--- config.mk ---
export PLATFORM = sky130hd
export DESIGN_NAME = click_classifier
export DESIGN_NICKNAME = d
export VERILOG_FILES = /design/src/rtl/click_classifier.sv
export SDC_FILE = /design/constraint.sdc
export NUM_CORES = 1
export LEC_CHECK = 0
export ABC_AREA = 1
export CAP_MARGIN = 20
export CORE_MARGIN = 3
export CORE_UTILIZATION = 65
export DETAILED_ROUTE_END_ITERATION = 8
export GPL_TIMING_DRIVEN = 1
export PLACE_DENSITY_LB_ADDON = 0.3
export SLEW_MARGIN = 30
export SYNTH_ARGS = -nofsm -noshare
export SYNTH_HDL_FRONTEND = slang
export SYNTH_SLANG_ARGS = --single-unit
--- constraint.sdc ---
create_clock -name clk -period 4.7 [get_ports clk]
set_input_delay 0.94 -clock clk [delete_from_list [all_inputs] [get_ports clk]]
set_output_delay 0.94 -clock clk [all_outputs]
set_load 0.01 [all_outputs]
--- src/rtl/click_classifier.sv ---
// Groups debounced press pulses into multi-click gestures.
// Emits a one-cycle event carrying the click count, then ignores presses for a holdoff period.
module click_classifier #(
  parameter logic [31:0] WINDOW     = 32'd50_000_000,
  parameter int          MAX_CLICKS = 3,
  parameter logic [31:0] HOLDOFF    = 32'd10_000_000
) (
  input  logic       clk,
  input  logic       rst,
  input  logic       btn_pulse,
  output logic       click_valid,
  output logic [2:0] click_count,
  output logic       busy,
  output logic       dropped
);

  // state     | meaning
  // S_IDLE    | waiting for the first press of a gesture
  // S_COUNT   | counting presses; timer measures idle time since the last press
  // S_HOLDOFF | event just emitted; presses are discarded and flagged as dropped
  typedef enum logic [1:0] {S_IDLE, S_COUNT, S_HOLDOFF} state_t;

  localparam logic [31:0] WIN_LAST  = WINDOW - 32'd1;
  localparam logic [31:0] HOLD_LAST = HOLDOFF - 32'd1;
  localparam logic [2:0]  MAX_CNT   = 3'(MAX_CLICKS);

  state_t      state;
  logic [2:0]  cnt;
  logic [31:0] timer;

  always_ff @(posedge clk) begin
    if (rst) begin
      state       <= S_IDLE;
      cnt         <= 3'd0;
      timer       <= 32'd0;
      click_valid <= 1'b0;
      click_count <= 3'd0;
      busy        <= 1'b0;
      dropped     <= 1'b0;
    end else begin
      click_valid <= 1'b0;
      click_count <= 3'd0;
      case (state)
        S_IDLE: begin
          if (btn_pulse) begin
            state <= S_COUNT;
            cnt   <= 3'd1;
            timer <= 32'd0;
            busy  <= 1'b1;
          end else begin
            busy  <= 1'b0;
          end
        end

        S_COUNT: begin
          busy <= 1'b1;
          // A press always beats a timeout landing on the same cycle.
          if (btn_pulse && (cnt + 3'd1) == MAX_CNT) begin
            click_valid <= 1'b1;
            click_count <= MAX_CNT;
            state       <= S_HOLDOFF;
            timer       <= 32'd0;
            cnt         <= 3'd0;
          end else if (btn_pulse) begin
            cnt   <= cnt + 3'd1;
            timer <= 32'd0;
          end else if (timer == WIN_LAST) begin
            click_valid <= 1'b1;
            click_count <= cnt;
            state       <= S_HOLDOFF;
            timer       <= 32'd0;
            cnt         <= 3'd0;
          end else begin
            timer <= timer + 32'd1;
          end
        end

        S_HOLDOFF: begin
          if (btn_pulse) dropped <= 1'b1;
          if (timer == HOLD_LAST) begin
            state <= S_IDLE;
            timer <= 32'd0;
            busy  <= 1'b0;
          end else begin
            timer <= timer + 32'd1;
            busy  <= 1'b1;
          end
        end

        default: begin
          state <= S_IDLE;
          cnt   <= 3'd0;
          timer <= 32'd0;
          busy  <= 1'b0;
        end
      endcase
    end
  end

endmodule
* After elaboration in Yosys (flattened, before gate mapping)
Index checks and enable logic that the tools add are counted. W data, S select, Z words.
Word-level totals: output and inout port bits 6, bits in registers 43, input bits 3
Operators by class: muxes and demuxes 26, equal/unequal tests 10, add/sub/neg operators 2, bitwise gates (word level) 3, reductions and logical operators 7
Operators by type and width (count):
- $mux W32 | 5
- $pmux W32 S3 | 1
- $add A32 B1 Y32 const B | 1
- $eq A32 B24 Y1 const B | 1
- $eq A32 B26 Y1 const B | 1
- $mux W2 | 8
- $mux W3 | 4
- $pmux W3 S3 | 1
- $ne A3 B3 Y1 const B | 2
- $pmux W2 S3 | 1
- $mux W1 | 5
- $reduce_or A5 Y1 | 1
- $ne A2 B2 Y1 const B | 2
- $ne A4 B4 Y1 const B | 1
- $reduce_and A4 Y1 | 1
- $add A3 B1 Y3 const B | 1
- $eq A3 B2 Y1 const B | 1
- $not A1 Y1 | 3
- $pmux W1 S3 | 1
- $reduce_and A3 Y1 | 1
- $eq A2 B1 Y1 const B | 1
- $eq A2 B2 Y1 const B | 1
- $logic_not A2 Y1 | 1
- $reduce_and A2 Y1 | 1
- other kinds (2) | 2

* Logic depth before layout (Yosys ltp)
Gate-level depths: netlist (run 1).
word-level depth 5, depth in mapped cells 11

* Worst setup path after synthesis (run 1)
No wires, ideal clock.
path type input -> register, start input btn_pulse, end register timer[7], slack 2.640 ns, data arrival time 1.928 ns, stages on the path 8, library setup time 0.132 ns, buffers on the path 2, path through clkbuf_2 -> nor2_2 -> nor2_1 -> inv_1 -> clkbuf_1 -> nor3_1 -> nand2_1 -> a21oi_1
Between the ends: longest elaborated chain between the ends 3, elaborated cells between the ends (all ways) 5, those cells by class 1 x eq/ne; 3 x mux; 1 x reduce/logical
RTL lines:
- from (decl) | line 10 | input logic btn_pulse,
- $mux W32 / $logic_and A1 B1 Y1 (equally long branches) | line 64, 58
- $mux W32 | line 58 | if (btn_pulse && (cnt + 3'd1) == MAX_CNT) begin
- $pmux W32 S3 | line 43 | case (state)
- to (signal assigned) | line 74 | timer <= timer + 32'd1;
- to (signal assigned) | line 85 | timer <= timer + 32'd1;
- to (decl) | line 29 | logic [31:0] timer;
Several ways; a longest one is shown, not always the timed one. A chain may end at the register's enable or synchronous reset.

* Final worst setup path (run 1)
Same ends and word-level chain as after synthesis.

==> results.md, run 1 <==
- Outcome: finished, final reports clean
- Max incr delay on CP: roughly 610 ps
- Synth Warn #: 0
- Initial antenna violation count: 0
- Syn_nets: 535
- Slew margin rel.: 45.8%
- Gr busiest metal: met2
- Vias in the first global route: 2877
- Worst vdd ir: between 0.2 and 0.3 mV
- Yosys top cell area share: approximately 29%
- Setup ws final: 1790 ps
- EDFF count, synth: 0
- CTS tree: done
- Die area: roughly 0.0054 sq mm
- DR pass1 iterations: 5
- Routed vias: 3163
- Nets: 538
- Root buffer cell: clkbuf_8
- Post-synthesis sequential area ratio: 29.0%
- HP Class: flop to flop
- Syn Inst Count: roughly 530
- Clk sinks: 43
- Min cycle time layout: around 2900 ps
- Setup crit start kind: input pin
- Hold slack: between 400 and 500 ps
- Clk buf depth: 2
- Drc violations: 0
- Worst path arrival time: 3130 ps
- Mapped cell area: 0.00297 sq mm
- Critical Path Sink Type: flop
- WP data required: ~5000 ps
- Area leader, netlist: dfxtp_1
- Width of the die: around 74 microns
- CP max FO: 22
- Highest-delay cell along the critical path: clkdlybuf4s50_1
- # Max-Cap Violations: 0
- Pre-CTS setup slack: 1500 ps
- Row cnt: 23
- Synth unique cells: 26
- ANT nets after route: 0
- Num CTS Buffers: 5
- Dominant synthesized flop cell: dfxtp_1
- First-pass GRT wire length: 13.2 mm
- Static Leak: 1.02 nW
- Worst-margin pin slew: 811 ps
- Pin count of the biggest net entering global routing: 35
- Grt total ovfl: 0
- Routing usage on met3: under 10%
- Final hold vios: 0
- Die height: 73.6 microns
- Area grow syn2layout: 5.64%
- Setup TNS: 0 ps
- WL per Instance: 13.3 microns
- GR Layer Usage met1: 42.6%
- RePlAce Congestion: 0.980
- Skew final: roughly 7.4 ps
- 1st-iter DRT viols: between 300 and 400
- Area contributors post-synth: dfxtp_1 (29%), nand2_1 (26%), nor2_1 (12%), a21oi_1 (7.6%), inv_1 (6.1%)
- Ports: 9
- Setup violations, final: 0
- CP Cell Sequence: clkdlybuf4s50_1 -> nor2_2 -> nor2_1 -> inv_1 -> nor3_1 -> nand2_1 -> a21oi_1
- Cell Pwr Density: 315 mW/mm^2
- Routed vias/inst: about 5.5
- Core area: 0.00420 sq mm
- Share of cells above drive strength 1: 4.92%
- HPWL after detailed placement: ~5.7 mm
- CTS hold repair buffers: 0
- Critical path type: input pin to flop
- Gr usage total: 31.4%
- Synthesized flop and latch total: 43
- # resized after CTS: 0
- Peak Freq: 0.344 GHz
- FFs w/ async S/R, synth: 0%
- Ant diodes: 0
- Starting density of the core: 70.7%
- Met2 Use GR: approximately half
- Worst-path clk slew: 80 ps
- Clk Latency, worst-skew pair: 310 ps
- Fin crit share: 61.9%
- Routed WL: 7.71 mm
- Average cell area after synthesis: about 5.7 sq um
- Input/output buffers: 8
- RSZ-0062 raised after global routing: false
- Htree depth: 2
- Setup repair bufs after CTS: 0
- Fin. max-slew vios: 0
## worst max-delay path, delay by kind of cell
family	cells	cell delay, ps
and+or+nand+nor	4	930
AOI/OAI and AO/OA	1	140
buffers and inverters	2	1120
## metal layers
metal | vias to the layer above | wire, microns | part of all wire [%]
li1 | 1630 | - | -
met1 | 1401 | 3400 | 44
met2 | 122 | 3630 | 47
met3 | 10 | 585 | 7.6
met4 | 0 | 87 | 1.1
met5 | - | 0 | 0
## Yosys cell counts (2+ instances only)
| master | number |
|---|---|
| inv_1 | 48 |
| xnor2_1 | 2 |
| dfxtp_1 | 43 |
| nand3_1 | 24 |
| nand2_2 | 4 |
| nand2_1 | 203 |
| nor2_2 | 8 |
| ha_1 | 7 |
| o21ai_0 | 9 |
| xor2_1 | 2 |
| nor2_4 | 3 |
| a21oi_1 | 45 |
| buf_6 | 3 |
| clkbuf_1 | 9 |
| nand4_1 | 3 |
| nor3_1 | 5 |
| nor2_1 | 98 |
## where the power goes
part	leakage [nW]	total, mW	switching, mW	internal (mW)
combinational	0.625	0.344	0.259	0.0849
sequential	0.347	0.400	0.0157	0.384
clock	0.0470	0.245	0.130	0.115
total	1.02	0.988	0.404	0.584
## cell usage in the layout, fill, tap and decap left out, drive strengths merged, types with 2 or more instances in the layout
cell type	Yosys	routed
buf	4	2
clkdlybuf4s50	0	8
inv	48	48
nand3	25	25
nand4	3	3
clkbuf	10	6
a21oi	45	45
nor3	5	5
dfxtp	43	43
nor2	109	109
ha	7	7
o21ai	9	9
nand2	208	208
xnor2	2	2
xor2	2	2
## cells by family (layout without fill, tap and decap cells)
kind of cell	Yosys count	in the layout	synth area share (%)
XOR/XNOR	4	4	1.18
adder cells (fa/ha/maj)	7	7	2.95
AND/OR/NAND/NOR	352	352	48.4
buffers and inverters	62	65	8.68
AO/OA/AOI/OAI	57	57	9.86
flip-flops	43	43	29.0
## per-stage QoR
stage	cell area, sq um	cells	total power [mW]	utilization [%]
2_1_floorplan	2970	525	0.697	-
3_3_place_gp	3050	571	0.740	72.6
3_5_place_dp	3050	571	0.746	72.6
4_1_cts	3140	578	0.987	74.7
5_1_grt	3140	578	1.06	74.7
6_report	3140	578	0.988	74.7
## final cells by class
type                       count  area, sq um
clock buffer                   6         82.6
multi-input combinational    420         1850
timing repair buffer          10         95.1
sequential                    43          861
inverter                      48          180
fill                         396         1060
tap                           50         62.6
clock inverter                 1         5.00
## path summary, 6_finish.rpt
| path | from | endpoint | slack, ps | cells past startpoint |
|---|---|---|---|---|
| worst max register to register | state[0] | timer[7] | 2260 | 9 |
| worst min-delay path | dropped | dropped | 490 | 2 |
| worst max-delay path | btn_pulse | timer[7] | 1790 | 7 |
| worst min register to register | dropped | dropped | 490 | 2 |
## flip-flops by register name, indices dropped and copies added (netlist names)
name / flops
click_count: 3
click_valid: 1
busy: 1
timer: 32
dropped: 1
cnt: 3
state: 2
Note: power is estimated with default switching activity, not from simulation.
==> run 2, diff against run 1 <==
--- a/config.mk
+++ b/config.mk
@@ -8,7 +8,7 @@
 export ABC_AREA = 1
 export CAP_MARGIN = 20
 export CORE_MARGIN = 3
-export CORE_UTILIZATION = 65
+export CORE_UTILIZATION = 56
 export DETAILED_ROUTE_END_ITERATION = 8
 export GPL_TIMING_DRIVEN = 1
 export PLACE_DENSITY_LB_ADDON = 0.3
==> constraint.sdc (replaced) <==
create_clock -name clk -period 2.4 [get_ports clk]
set_input_delay 0.48 -clock clk [delete_from_list [all_inputs] [get_ports clk]]
set_output_delay 0.48 -clock clk [all_outputs]
set_load 0.01 [all_outputs]
==> run 2 against run 1 <==
  * Global-route usage shrank 5.4 points
  * Sequential cell count did not move
  * Routed wire length fell by 0.64%
  * Sequential share of layout area decreased by 0.59 points
  * Cell count rose by 3.6%
  * Count of clock-buffer cells in the layout decreased by 1
  * Critical path type is now flop to flop
  * Critical endpoint is now timer[6]
  * Highest routed layer unchanged
==> results.md, run 2 (same netlist as run 1, synthesis figures left out) <==
- Outcome: finished, final reports clean
- Power, Total: just over 2 mW
- Clk sinks: 43
- WP data required: 2640 ps
- Num CTS Buffers: 5
- Combinational power share: 34.3%
- Pre-CTS setup slack: 284 ps
- Critical path type: flop to flop
- Nets: 541
- Ant diodes: 0
- Largest register FFs: 32
- CTS hold repair buffers: 0
- RePlAce Congestion: 0.930
- Critical Path Sink Type: flop
- Critical Path Start: state[0]
- Drc violations: 0
- # fillers: 485
- RSZ-0062 raised after global routing: false
- Cell Pwr Density: approximately 650 mW/mm^2
- Slew margin rel.: around half
- # Max-Cap Violations: 0
- Peak Freq: 0.527 GHz
- Setup repair bufs after CTS: 0
- Largest regs: timer (32), click_count (3), cnt (3)
- Worst-margin pin slew: 770 ps
- Root buffer cell: clkbuf_8
- Internal power: 1.24 mW
- Post-layout instance area: 0.00321 sq mm
- Skew final: 5.16 ps
- WL per Instance: 12.8 microns
- Flop pwr share: a little under two fifths
- Initial antenna violation count: 0
- Setup TNS: 0 ps
- Static Leak: 1.05 nW
- Worst-path clk slew: about 90 ps
- NetSw: 0.831 mW
- Ports: 9
- Dpl cell area: 0.00309 sq mm
- HP Class: flop to flop
- Worst flop-to-flop path startpoint: state[0]
- Routed WL: ~7.7 mm
- Routed wl met2: 3.39 mm
- Setup crit start kind: flop
- CTS tree: done
- Biggest register: timer
- Width of the die: slightly below 80 microns
- Pin count of the biggest net entering global routing: 35
- Gr usage total: about a quarter
- Core area: 0.00491 sq mm
- Fin. max-slew vios: 0
- WL met1: roughly 3.7 mm
- Clock Power Share: 28.0%
- Fin crit share: around four fifths
- Setup ws final: 501 ps
- Clk Latency, worst-skew pair: 300 ps
- DR top layer: met4
- Setup violations, final: 0
- Sw Ratio: 40.0%
- Met3 Wirelength: roughly 530 microns
- Die area: about 0.0062 sq mm
- Die height: just under 80 microns
- Input/output buffers: 8
- 1st-iter DRT viols: 342
- Most common cell after layout, fill and taps aside: nand2_1
- First-pass GRT wire length: 13.0 mm
- CP max FO: 22
- Final hold vios: 0
- Routed vias: about 3200
- ANT nets after route: 0
- Grt total ovfl: 0
- Routed vias/inst: 5.28
- HPWL after detailed placement: around 5.7 mm
- Commonest non-fill, non-tap cells in the layout: nand2_1 (203), nor2_1 (98), inv_1 (48)
- Worst vdd ir: ~0.45 mV
- Min cycle time layout: ~1900 ps
- Hold slack: 474 ps
- Clk buf depth: 2
- Row cnt: 25
- Worst path arrival time: 2140 ps
- Starting density of the core: 60.5%
- HP Start: cnt[2]
- DR pass1 iterations: 5
- Htree depth: 2
- Area grow syn2layout: 7.96%
- Vias in the first global route: 2748
- Share of cells above drive strength 1: roughly 5.6%
- # resized after CTS: 0
-- run 2: worst max-delay path, stage by stage (launching register included) --
cell and delay, ps:
dfxtp_1 390, inv_1 80, ha_1 210, inv_1 110, nor2_2 50, nor2_1 120
inv_1 350, nor3_1 290, nand2_1 70, a21oi_1 130
-- run 2: path summary, 6_finish.rpt --
path                         end  slack [ps]  cells past startpoint
setup / recovery        timer[6]         500                      9
hold / removal    click_count[2]         470                      2
setup reg to reg        timer[6]         500                      9
hold reg to reg   click_count[2]         470                      2
-- run 2: metal layers --
metal	track usage [%]	up-vias
met2	40.1	106
met3	4.20	6
met1	37.5	1403
met4	7.56	0
li1	-	1647
met5	0	-
-- run 2: area by class of cell --
cell class / instances / area [sq um] / area share (%)
Timing Repair Buffer: 13 / 118 / 3.67
Inverter: 48 / 180 / 5.62
Tap cell: 67 / 83.8 / 2.61
Sequential cell: 43 / 861 / 26.8
Clock buffer: 5 / 68.8 / 2.15
Multi-Input combinational cell: 420 / 1850 / 57.7
Clock inverter: 3 / 43.8 / 1.37
-- run 2: per-stage QoR --
stage	std cells	util (%)
2_1_floorplan	525	-
3_5_place_dp	591	63.0
4_1_cts	599	65.3
3_3_place_gp	591	63.0
6_report	599	65.3
5_1_grt	599	65.3
-- run 2: power by group through the flow --
stage	registers [mW]	logic [mW]	clock network, mW
after floorplan	0.798	0.566	0
after global placement	0.797	0.699	0
after detailed placement	0.799	0.713	0
after CTS	0.783	0.715	0.590
after global routing	0.790	0.802	0.628
final	0.783	0.712	0.581
